**config.mk**
```make
export PLATFORM = sky130hd
export DESIGN_NAME = vx_stream_rsp_tracker_flat
export DESIGN_NICKNAME = d
export VERILOG_FILES = /design/src/rtl/vx_stream_rsp_tracker_pkg.sv /design/src/rtl/vx_stream_rsp_tracker_if.sv /design/src/rtl/vx_stream_rsp_tracker_fifo.sv /design/src/rtl/vx_stream_rsp_tracker.sv /design/src/flat_wrapper.sv
export SDC_FILE = /design/constraint.sdc
export NUM_CORES = 1
export LEC_CHECK = 0
export BUFFER_PORTS_ARGS = -buffer_cell sky130_fd_sc_hd__buf_2
export CAP_MARGIN = 20
export CORE_MARGIN = 8
export CORE_UTILIZATION = 40
export DETAILED_ROUTE_END_ITERATION = 6
export PLACE_DENSITY = 0.72
export SLEW_MARGIN = 10
export SYNTH_ARGS = -nofsm -noshare
export SYNTH_HDL_FRONTEND = slang
export SYNTH_HIERARCHICAL = 1
export SYNTH_SLANG_ARGS = --single-unit
```
**constraint.sdc**
```tcl
create_clock -name clk -period 6 [get_ports clk]
set_input_delay 0.3 -clock clk [delete_from_list [all_inputs] [get_ports clk]]
set_output_delay 0.3 -clock clk [all_outputs]
set_load 0.05 [all_outputs]
```
**src/rtl/vx_stream_rsp_tracker_pkg.sv**
```systemverilog
// Shared sizing constants and helpers for the stream response tracker.
// Default widths and depths live here so the top, its interface and benches agree.
package vx_stream_rsp_tracker_pkg;

    // Width of an index into n items, never narrower than one bit.
    function automatic int log2up(input int n);
        return (n > 1) ? $clog2(n) : 1;
    endfunction

    localparam int DEF_NUM_INPUTS  = 4;
    localparam int DEF_IN_WIDTH    = log2up(DEF_NUM_INPUTS);
    localparam int DEF_REQ_DATAW   = 4;
    localparam int DEF_RSP_DATAW   = 4;
    localparam int DEF_MAX_PENDING = 4;
    localparam int DEF_LUTRAM      = 0;

endpackage

```
**src/rtl/vx_stream_rsp_tracker_if.sv**
```systemverilog
// Request and response handshake bundle around the tracker.
// The slave modport is the tracker itself; master is the surrounding crossbar/target side.
interface vx_stream_rsp_tracker_if
    import vx_stream_rsp_tracker_pkg::*;
#(
    parameter int IN_WIDTH  = DEF_IN_WIDTH,
    parameter int REQ_DATAW = DEF_REQ_DATAW,
    parameter int RSP_DATAW = DEF_RSP_DATAW
);
    logic                 req_valid_in;
    logic [REQ_DATAW-1:0] req_data_in;
    logic [IN_WIDTH-1:0]  req_sel_in;
    logic                 req_ready_in;
    logic                 req_valid_out;
    logic [REQ_DATAW-1:0] req_data_out;
    logic                 req_ready_out;
    logic                 rsp_valid_in;
    logic [RSP_DATAW-1:0] rsp_data_in;
    logic                 rsp_ready_in;
    logic                 rsp_valid_out;
    logic [RSP_DATAW-1:0] rsp_data_out;
    logic [IN_WIDTH-1:0]  rsp_sel_out;
    logic                 rsp_ready_out;

    modport slave (
        input  req_valid_in, req_data_in, req_sel_in, req_ready_out,
        input  rsp_valid_in, rsp_data_in, rsp_ready_out,
        output req_ready_in, req_valid_out, req_data_out,
        output rsp_ready_in, rsp_valid_out, rsp_data_out, rsp_sel_out
    );

    modport master (
        output req_valid_in, req_data_in, req_sel_in, req_ready_out,
        output rsp_valid_in, rsp_data_in, rsp_ready_out,
        input  req_ready_in, req_valid_out, req_data_out,
        input  rsp_ready_in, rsp_valid_out, rsp_data_out, rsp_sel_out
    );
endinterface

```
**src/rtl/vx_stream_rsp_tracker_fifo.sv**
```systemverilog
// In-order tag queue: circular buffer with occupancy count.
// Callers must only push when not full and only pop when not empty.
module vx_stream_rsp_tracker_fifo #(
    parameter int DATAW  = 2,
    parameter int DEPTH  = 4,
    parameter int LUTRAM = 0,
    localparam int ADDRW = $clog2(DEPTH),
    localparam int SIZEW = $clog2(DEPTH + 1)
) (
    input  logic             clk,
    input  logic             reset,
    input  logic             push,
    input  logic             pop,
    input  logic [DATAW-1:0] data_in,
    output logic [DATAW-1:0] data_out,
    output logic             full,
    output logic             empty,
    output logic [SIZEW-1:0] size
);
    logic [ADDRW-1:0] wr_ptr_q, wr_ptr_d;
    logic [ADDRW-1:0] rd_ptr_q, rd_ptr_d;
    logic [SIZEW-1:0] size_q, size_d;
    logic [DATAW-1:0] mem_q [DEPTH];

    // Pointers wrap naturally because DEPTH is a power of two.
    always_comb begin
        wr_ptr_d = wr_ptr_q + ADDRW'(push);
        rd_ptr_d = rd_ptr_q + ADDRW'(pop);
        size_d   = size_q + SIZEW'(push) - SIZEW'(pop);
    end

    always_ff @(posedge clk) begin
        if (reset) begin
            wr_ptr_q <= '0;
            rd_ptr_q <= '0;
            size_q   <= '0;
        end else begin
            wr_ptr_q <= wr_ptr_d;
            rd_ptr_q <= rd_ptr_d;
            size_q   <= size_d;
        end
    end

    // LUTRAM storage cannot be reset; the head is only observed when non-empty anyway.
    if (LUTRAM != 0) begin : g_lutram
        always_ff @(posedge clk) begin
            if (push) begin
                mem_q[wr_ptr_q] <= data_in;
            end
        end
    end else begin : g_flops
        always_ff @(posedge clk) begin
            if (reset) begin
                for (int i = 0; i < DEPTH; i++) begin
                    mem_q[i] <= '0;
                end
            end else if (push) begin
                mem_q[wr_ptr_q] <= data_in;
            end
        end
    end

    assign data_out = mem_q[rd_ptr_q];
    assign full     = (size_q == SIZEW'(DEPTH));
    assign empty    = (size_q == '0);
    assign size     = size_q;

endmodule

```
**src/rtl/vx_stream_rsp_tracker.sv**
```systemverilog
// Downstream side of a crossbar output: forwards requests, remembers who sent each one,
// and tags the in-order responses with that requester index for the return crossbar.
module vx_stream_rsp_tracker
    import vx_stream_rsp_tracker_pkg::*;
#(
    parameter int NUM_INPUTS  = DEF_NUM_INPUTS,
    parameter int REQ_DATAW   = DEF_REQ_DATAW,
    parameter int RSP_DATAW   = DEF_RSP_DATAW,
    parameter int MAX_PENDING = DEF_MAX_PENDING,
    parameter int LUTRAM      = DEF_LUTRAM,
    localparam int IN_WIDTH   = log2up(NUM_INPUTS),
    localparam int PEND_W     = $clog2(MAX_PENDING + 1)
) (
    input  logic                  clk,
    input  logic                  reset,
    vx_stream_rsp_tracker_if.slave bus,
    output logic [PEND_W-1:0]     pending,
    output logic                  rsp_error
);
    logic                full;
    logic                empty;
    logic                req_fire;
    logic                rsp_fire;
    logic [IN_WIDTH-1:0] head_sel;
    logic                rsp_error_q, rsp_error_d;

    // Gating uses registered full/empty only, so there is no ready-to-ready path
    // and a pop never frees a slot for a push in the same cycle.
    assign bus.req_valid_out = bus.req_valid_in  & ~full  & ~reset;
    assign bus.req_ready_in  = bus.req_ready_out & ~full  & ~reset;
    assign bus.req_data_out  = bus.req_data_in;
    assign bus.rsp_valid_out = bus.rsp_valid_in  & ~empty & ~reset;
    assign bus.rsp_ready_in  = bus.rsp_ready_out & ~empty & ~reset;
    assign bus.rsp_data_out  = bus.rsp_data_in;
    assign bus.rsp_sel_out   = head_sel;

    assign req_fire = bus.req_valid_in & bus.req_ready_out & ~full  & ~reset;
    assign rsp_fire = bus.rsp_valid_in & bus.rsp_ready_out & ~empty & ~reset;

    vx_stream_rsp_tracker_fifo #(
        .DATAW  (IN_WIDTH),
        .DEPTH  (MAX_PENDING),
        .LUTRAM (LUTRAM)
    ) tag_queue (
        .clk      (clk),
        .reset    (reset),
        .push     (req_fire),
        .pop      (rsp_fire),
        .data_in  (bus.req_sel_in),
        .data_out (head_sel),
        .full     (full),
        .empty    (empty),
        .size     (pending)
    );

    // A response with nothing outstanding means the target lost sync with us.
    always_comb begin
        rsp_error_d = rsp_error_q | (bus.rsp_valid_in & empty);
    end

    always_ff @(posedge clk) begin
        if (reset) begin
            rsp_error_q <= 1'b0;
        end else begin
            rsp_error_q <= rsp_error_d;
        end
    end

    assign rsp_error = rsp_error_q;

    always_ff @(posedge clk) begin
        if (!reset) begin
            assert (!(bus.rsp_valid_in && empty))
                else $warning("rsp_tracker: response arrived with no outstanding request");
            assert (pending <= PEND_W'(MAX_PENDING))
                else $error("rsp_tracker: pending count out of range");
        end
    end

endmodule

```
**src/flat_wrapper.sv**
```systemverilog
// flat-port wrapper written by rule: the top's interface ports become plain ports
module vx_stream_rsp_tracker_flat import vx_stream_rsp_tracker_pkg::*;
#(
    parameter int NUM_INPUTS  = DEF_NUM_INPUTS,
    parameter int REQ_DATAW   = DEF_REQ_DATAW,
    parameter int RSP_DATAW   = DEF_RSP_DATAW,
    parameter int MAX_PENDING = DEF_MAX_PENDING,
    parameter int LUTRAM      = DEF_LUTRAM,
    localparam int IN_WIDTH   = log2up(NUM_INPUTS),
    localparam int PEND_W     = $clog2(MAX_PENDING + 1)
)
  (clk, reset, pending, rsp_error, bus_req_valid_in, bus_req_data_in, bus_req_sel_in, bus_req_ready_out, bus_rsp_valid_in, bus_rsp_data_in, bus_rsp_ready_out, bus_req_ready_in, bus_req_valid_out, bus_req_data_out, bus_rsp_ready_in, bus_rsp_valid_out, bus_rsp_data_out, bus_rsp_sel_out);
  vx_stream_rsp_tracker_if #(.IN_WIDTH(DEF_IN_WIDTH), .REQ_DATAW(REQ_DATAW), .RSP_DATAW(RSP_DATAW)) bus_i ();
  input  logic clk;
  input  logic reset;
  output logic [PEND_W-1:0] pending;
  output logic rsp_error;
  input wire logic [$bits(bus_i.req_valid_in)-1:0] bus_req_valid_in;
  input wire logic [$bits(bus_i.req_data_in)-1:0] bus_req_data_in;
  input wire logic [$bits(bus_i.req_sel_in)-1:0] bus_req_sel_in;
  input wire logic [$bits(bus_i.req_ready_out)-1:0] bus_req_ready_out;
  input wire logic [$bits(bus_i.rsp_valid_in)-1:0] bus_rsp_valid_in;
  input wire logic [$bits(bus_i.rsp_data_in)-1:0] bus_rsp_data_in;
  input wire logic [$bits(bus_i.rsp_ready_out)-1:0] bus_rsp_ready_out;
  output wire logic [$bits(bus_i.req_ready_in)-1:0] bus_req_ready_in;
  output wire logic [$bits(bus_i.req_valid_out)-1:0] bus_req_valid_out;
  output wire logic [$bits(bus_i.req_data_out)-1:0] bus_req_data_out;
  output wire logic [$bits(bus_i.rsp_ready_in)-1:0] bus_rsp_ready_in;
  output wire logic [$bits(bus_i.rsp_valid_out)-1:0] bus_rsp_valid_out;
  output wire logic [$bits(bus_i.rsp_data_out)-1:0] bus_rsp_data_out;
  output wire logic [$bits(bus_i.rsp_sel_out)-1:0] bus_rsp_sel_out;
  assign bus_i.req_valid_in = bus_req_valid_in;
  assign bus_i.req_data_in = bus_req_data_in;
  assign bus_i.req_sel_in = bus_req_sel_in;
  assign bus_i.req_ready_out = bus_req_ready_out;
  assign bus_i.rsp_valid_in = bus_rsp_valid_in;
  assign bus_i.rsp_data_in = bus_rsp_data_in;
  assign bus_i.rsp_ready_out = bus_rsp_ready_out;
  assign bus_req_ready_in = bus_i.req_ready_in;
  assign bus_req_valid_out = bus_i.req_valid_out;
  assign bus_req_data_out = bus_i.req_data_out;
  assign bus_rsp_ready_in = bus_i.rsp_ready_in;
  assign bus_rsp_valid_out = bus_i.rsp_valid_out;
  assign bus_rsp_data_out = bus_i.rsp_data_out;
  assign bus_rsp_sel_out = bus_i.rsp_sel_out;
  vx_stream_rsp_tracker #(.NUM_INPUTS(NUM_INPUTS), .REQ_DATAW(REQ_DATAW), .RSP_DATAW(RSP_DATAW), .MAX_PENDING(MAX_PENDING), .LUTRAM(LUTRAM)) u_core (.clk(clk), .reset(reset), .bus(bus_i), .pending(pending), .rsp_error(rsp_error));
endmodule
```
==> run_results.csv, run 1 <==
group,metric,value,unit
die,die_w,62.8,µm
critical_path,r2r_end,"u_core/tag_queue/size[2]",
clock_network,cts_tree,"yes",
clock_network,cts_root_buf,"clkbuf_4",
sta,slew_headroom,0.720,
power,irDropWorstVdd,0.180,mV
synthesis,synth_top_area_cell,"edfxtp_1",
synthesis,synth_nets,99,
synthesis,synthAdderAreaFrac,0.0799,
drt,finalWirelength,1.48,mm
clock_network,clk_pin_slew,90,ps
synthesis,synth_top_family_by_area,"simple AND/OR/NAND/NOR gates",
synthesis,synth_common_cells,"nor2_1, buf_4, dfxtp_1, edfxtp_1, inv_1",
min_path,holdCritPathClass,"in2reg",
flow_run,cap_violations,0,
sta,final-hold-violation-count,0,
power,power.density,286,mW/mm²
finish,antenna_cells,0,
clock_network,cts_hold_buffers,0,
global_routing,grt_pass1_vias,607,
drt,viasPerCell,4.71,
synthesis,synth_cell_types,27,
sta,rsz0062_at_grt,"no",
synthesis,synth-xor-area-share,0.0471,
drt,dr.pass1.iters,5,
global_routing,antenna_found_initial,0,
min_path,hold-path-endpoint,"u_core/rsp_error",
finish,area_growth,8.13,%
drt,drc,0,
critical_path,timing.rr.start,"u_core/tag_queue/size[0]",
die,dieArea,0.00395,mm²
die,initial_utilization,0.408,
synthesis,synth_warnings,6,
clock_network,clockBufferDepth,2,
sta,setup_violations,0,
synthesis,avgSynthCellArea,11.2,µm²
synthesis,synthFlopType,"edfxtp_1",
clock_network,cts_buffers,3,
finish,stdcell_count,116,
drt,ant_nets,0,
min_path,whs_path_depth,3,
clock_network,clk_latency,290,ps
critical_path,r2r_cells,9,
die,coreArea,0.00215,mm²
outcome,status,"completed",
clock_network,cts_resized,0,
global_routing,grt_pass1_wl,2.59,mm
die,pin_count,34,
sta,min_period,2200,ps
critical_path,path_class,"reg2reg",
global_routing,grt_overflow,0,
synthesis,synth_top_area_frac,0.274,
synthesis,synthCells,78,
placed_design,place_area,922,µm²
placed_design,numPortBuffers,17,
synthesis,netlist_area,877,µm²
synthesis,synth-edff-count,8,
critical_path,critPathArrivalTime,2380,ps
placed_design,place_congestion,0.845,
synthesis,synthSimpleGateAreaFrac,0.210,
power,cellLeakagePower,0.429,nW
drt,vias,546,
sta,fin_crit_sh,0.367,
die,die_h,62.8,µm
die,placementRows,17,
placed_design,dp_hpwl,1.16,mm
critical_path,crit_path_max_fanout,3,
global_routing,grt_util_all_layers,0.0815,
sta,worst_slew_pin_slew,417,ps
sta,fmax,454,MHz
placed_design,placedCellCount,112,
critical_path,worst_ep_required_time,6170,ps
critical_path,r2r_slack,3800,ps
clock_network,h-tree-depth,1,
finish,final_layout_size_suffix_gt1_frac,0.239,
synthesis,synth_most_common_cell,"nor2_1",
synthesis,async_reset_ff_frac,0,
synthesis,synth_seq_cells,16,
sta,drv_slew,0,
global_routing,grt_max_degree,25,
synthesis,synth.mux.area_fraction,0.0599,
finish,fillers,209,
drt,wl_per_cell,12.7,µm
synthesis,synth_compound_area_frac,0.0399,
critical_path,cp-start-kind,"flop",
synthesis,synth.area.top_cells,"edfxtp_1, dfxtp_1, buf_4, mux4_1, ha_1",
min_path,holdCritStartpoint,"bus_rsp_valid_in",
synthesis,synth_seq_area_share,0.456,
drt,drt-initial-drc-count,22,
critical_path,cp-end-kind,"flop",
clock_network,cts_setup_buffers,0,
finish,nNetsFinal,110,
clock_network,clock_sinks,16,
sta,worst_clock_skew,1.02,ps
finish,design_area,948,µm²
sta,setup-tns-final,0,ps
==> per-stage QoR <==
stage / hold slack, ps / total power [mW] / utilization / worst slack [ps]
finish: 268 / 0.271 / 0.441 / 3800
global route: 283 / 0.285 / 0.441 / 3630
CTS: 250 / 0.276 / 0.441 / 3780
detailed placement: 456 / 0.215 / 0.429 / 3790
global placement: 457 / 0.214 / 0.429 / 3870
floorplan: 372 / 0.211 / - / 3180
==> state kept, by name, summed over array words and instances, names as in the netlist <==
name and flops:
u_core/rsp_error 1, u_core/tag_queue/rd_ptr_q 2, u_core/tag_queue/mem_q 8, u_core/tag_queue/wr_ptr_q 2, u_core/tag_queue/size 3
==> cell type report <==
cell class                      count  area, µm²  area share
Timing Repair Buffer               17       85.1      0.0897
Tap cell                           28       35.0      0.0369
Sequential cell                    16        400       0.422
Multi-Input combinational cell     46        383       0.404
Clock buffer                        4       26.3      0.0277
Inverter                            5       18.8      0.0198
==> metal layers <==
metal  vias up  routed length, µm  share of wire  global-route usage
li1        279                  -              -                   -
met1       252                602           0.41              0.0763
met2        11                775           0.52               0.151
met3         4                 77          0.052              0.0287
met4         0                 22          0.015              0.0427
met5         -                  0              0                   0
==> worst max path at each step <==
stage / from / end / slack, ps / cells past startpoint
2_1_floorplan: u_core/tag_queue/size[2] / u_core/tag_queue/size[1] / 3180 / 8
3_3_place_gp: u_core/tag_queue/size[0] / u_core/tag_queue/size[2] / 3870 / 9
3_5_place_dp: u_core/tag_queue/size[1] / u_core/tag_queue/size[2] / 3790 / 9
4_1_cts: u_core/tag_queue/size[0] / u_core/tag_queue/size[2] / 3780 / 9
5_1_grt: u_core/tag_queue/size[1] / u_core/tag_queue/size[2] / 3630 / 9
6_report: u_core/tag_queue/size[0] / u_core/tag_queue/size[2] / 3800 / 9
==> kinds of logic after synthesis <==
group / count (synthesis)
xor+xnor: 3
simple gates: 31
compound gates: 5
buf+inv: 16
fa+ha+maj: 5
mux: 2
flops: 16
==> critical path: stages (launching register included) <==
cell	delay (ps)
dfxtp_1	330
nor3_1	390
nor3b_2	90
and2_1	190
ha_1	270
inv_1	40
ha_1	180
fa_1	370
xor3_1	200
nor2_1	40
==> report_power, final <==
part	switching [mW]	total, mW	internal, mW
sequential	0.00602	0.129	0.123
combinational	0.0553	0.0825	0.0273
clock	0.0334	0.0592	0.0259
total	0.0947	0.271	0.176
==> placed cells by master (no fill, tap or decap) <==
master	instances
inv_1	5
buf_2	17
xnor2_1	2
nor4b_1	2
nor2_1	9
mux4_1	2
ha_1	4
and3_1	2
edfxtp_1	8
fa_1	1
a21o_1	2
and3b_1	1
and4b_1	1
and2b_1	1
nand3b_1	1
clkbuf_1	1
nor3b_1	1
nor2b_1	4
nand2_1	2
clkbuf_4	3
dfxtp_1	8
nor3b_2	1
nand2b_1	2
a21oi_1	1
o21bai_1	2
nor3_1	3
and2_1	1
xor3_1	1
(Power assumes the default switching activity.)
==> inputs of run 2 (changes only) <==
Settings changed: ABC_AREA set to 1.
Clock period 6 ns to 2.1 ns, I/O delays scaled along.
==> run_results.csv, run 2 <==
group,metric,value,unit
die,die_h,62.8,µm
power,irDropWorstVdd,0.252,mV
critical_path,path_class,"reg2reg",
critical_path,timing.rr.start,"u_core/tag_queue/size[0]",
drt,finalWirelength,1.64,mm
drt,vias,662,
synthesis,synth-edff-count,8,
sta,min_period,1880,ps
finish,area_growth,13.4,%
critical_path,startpoint,"u_core/tag_queue/size[0]",
sta,slew_headroom,0.814,
outcome,status,"completed",
synthesis,synthFlopType,"edfxtp_1",
placed_design,numPortBuffers,17,
global_routing,grt_util_all_layers,0.0894,
drt,drt-initial-drc-count,28,
synthesis,synth_most_common_cell,"nor2_1",
clock_network,cts_root_buf,"clkbuf_4",
global_routing,use_met1,0.0714,
clock_network,cts_resized,0,
synthesis,synth_seq_cells,16,
synthesis,netlist_area,876,µm²
clock_network,cts_tree,"yes",
critical_path,crit_path_max_fanout,4,
finish,mostFrequentLayoutCells,"nor2_1, buf_2, inv_1",
global_routing,grt_max_degree,14,
clock_network,h-tree-depth,1,
power,power.density,746,mW/mm²
placed_design,place_congestion,0.742,
sta,drv_slew,0,
power,p_sw_frac,0.347,
drt,wl_per_cell,11.0,µm
finish,stdcell_count,148,
sta,rsz0062_at_grt,"no",
critical_path,cpPeakStageDelay,390,ps
sta,final-hold-violation-count,0,
critical_path,worst_ep_required_time,2320,ps
critical_path,cp-start-kind,"flop",
finish,nNetsFinal,142,
synthesis,synth_top_area_cell,"edfxtp_1",
clock_network,cts_setup_buffers,0,
global_routing,gr-usage-met2,0.175,
clock_network,clk_pin_slew,80,ps
clock_network,clock_sinks,16,
global_routing,grtUsageMet3,0.0233,
clock_network,clk_latency,280,ps
global_routing,grt_pass1_vias,689,
die,die_w,62.8,µm
sta,setup_violations,0,
sta,worst_clock_skew,6.63,ps
synthesis,async_reset_ff_frac,0,
die,dieArea,0.00394,mm²
min_path,whs_path_depth,3,
finish,fin_util,0.462,
power,p_sw,0.258,mW
synthesis,synth_cell_types,21,
global_routing,grt_overflow,0,
power,cellLeakagePower,0.479,nW
die,placementRows,17,
global_routing,grt_busiest_layer,"met2",
synthesis,synthCells,104,
die,pin_count,34,
finish,final_layout_size_suffix_gt1_frac,0.275,
sta,hold_slack,94.9,ps
sta,fin_crit_sh,0.894,
sta,fin_ws,223,ps
finish,design_area,993,µm²
synthesis,synth.area.top_cells,"edfxtp_1, dfxtp_1, nor2_1, inv_1, buf_4",
power,pwr-share-clk,0.222,
finish,antenna_cells,0,
synthesis,synth_nets,125,
placed_design,placedCellCount,144,
critical_path,path_cells,"nor3_1 > nor3_1 > ha_1 > inv_1 > ha_1 > fa_1 > nand3_1 > nand2_1 > nor2_1",
power,p_comb_frac,0.285,
synthesis,synth_warnings,6,
power,seqPwrFrac,0.493,
synthesis,synth_top_area_frac,0.274,
synthesis,avgSynthCellArea,8.42,µm²
power,intPower,0.484,mW
placed_design,place_area,967,µm²
die,initial_utilization,0.408,
min_path,holdCritPathClass,"in2reg",
critical_path,critPathArrivalTime,2090,ps
critical_path,cp-end-kind,"flop",
clock_network,cts_hold_buffers,0,
synthesis,synth_seq_area_share,0.457,
drt,drc,0,
sta,setup-tns-final,0,ps
global_routing,antenna_found_initial,0,
sta,fmax,533,MHz
clock_network,clockBufferDepth,2,
placed_design,dp_hpwl,1.34,mm
finish,final_common_cell,"nor2_1",
drt,dr.pass1.iters,4,
min_path,holdCritStartpoint,"bus_rsp_valid_in",
critical_path,crit_slowest_cell,"fa_1",
finish,fillers,211,
drt,viasPerCell,4.47,
finish,largest_reg_flops,8,
power,power.total,0.742,mW
critical_path,r2r_cells,9,
synthesis,synth_common_cells,"nor2_1, inv_1, nand2_1",
global_routing,grt_pass1_wl,2.84,mm
die,coreArea,0.00215,mm²
drt,ant_nets,0,
flow_run,cap_violations,0,
placed_design,dp_slack,244,ps
sta,worst_slew_pin_slew,277,ps
clock_network,cts_buffers,3,
finish,largest_register,"u_core/tag_queue/mem_q",
==> run 2: cell count changes after synthesis, moves of 3 or more <==
| cell | before | now |
|---|---|---|
| buf_2 | 3 | 0 |
| nand2_1 | 2 | 16 |
| a21oi_1 | 1 | 4 |
| inv_1 | 5 | 17 |
| nor2b_1 | 4 | 0 |
| nor2_1 | 9 | 18 |
==> run 2: logic make-up (layout without fill, tap and decap cells) <==
logic type               count (synthesis)  count (layout)  share of synthesized area
AO/OA/AOI/OAI                            8               8                     0.0514
XOR/XNOR                                 2               2                     0.0200
adder cells (fa/ha/maj)                  5               5                     0.0800
buffers and inverters                   27              43                      0.153
flip-flops                              16              16                      0.457
AND/OR/NAND/NOR                         46              46                      0.239
==> run 2: cell type report <==
type / count / area [µm²] / share of cell area
clock buffers: 4 / 26.3 / 0.0264
inverters: 19 / 73.8 / 0.0743
multi-input cells: 61 / 347 / 0.349
flip-flops and latches: 16 / 404 / 0.407
well taps: 28 / 35.0 / 0.0353
repair buffers: 20 / 108 / 0.108
==> run 2: power groups by stage <==
stage	logic (mW)	clock network (mW)	registers [mW]
after floorplan	0.154	0	0.408
after global placement	0.207	0	0.371
after detailed placement	0.212	0	0.373
after CTS	0.213	0.170	0.366
after global routing	0.231	0.185	0.369
final	0.212	0.165	0.365
==> run 2: layer usage <==
metal	vias to the layer above	part of all wire
li1	355	-
met1	293	0.35
met2	10	0.59
met3	4	0.039
met4	0	0.024
met5	-	0
==> run 2: path summary, 6_finish.rpt <==
| path | to | slack (ps) |
|---|---|---|
| max | u_core/tag_queue/size[2] | 220 |
| min | u_core/rsp_error | 90 |
| max reg2reg | u_core/tag_queue/size[2] | 220 |
| min reg2reg | u_core/rsp_error | 460 |
==> run 2: critical path, delay by kind of cell, from the launching register on <==
kind / cells / cell delay, ps
flip-flops: 1 / 340
AND/OR/NAND/NOR: 5 / 580
adder cells (fa/ha/maj): 3 / 860
buffers and inverters: 1 / 40
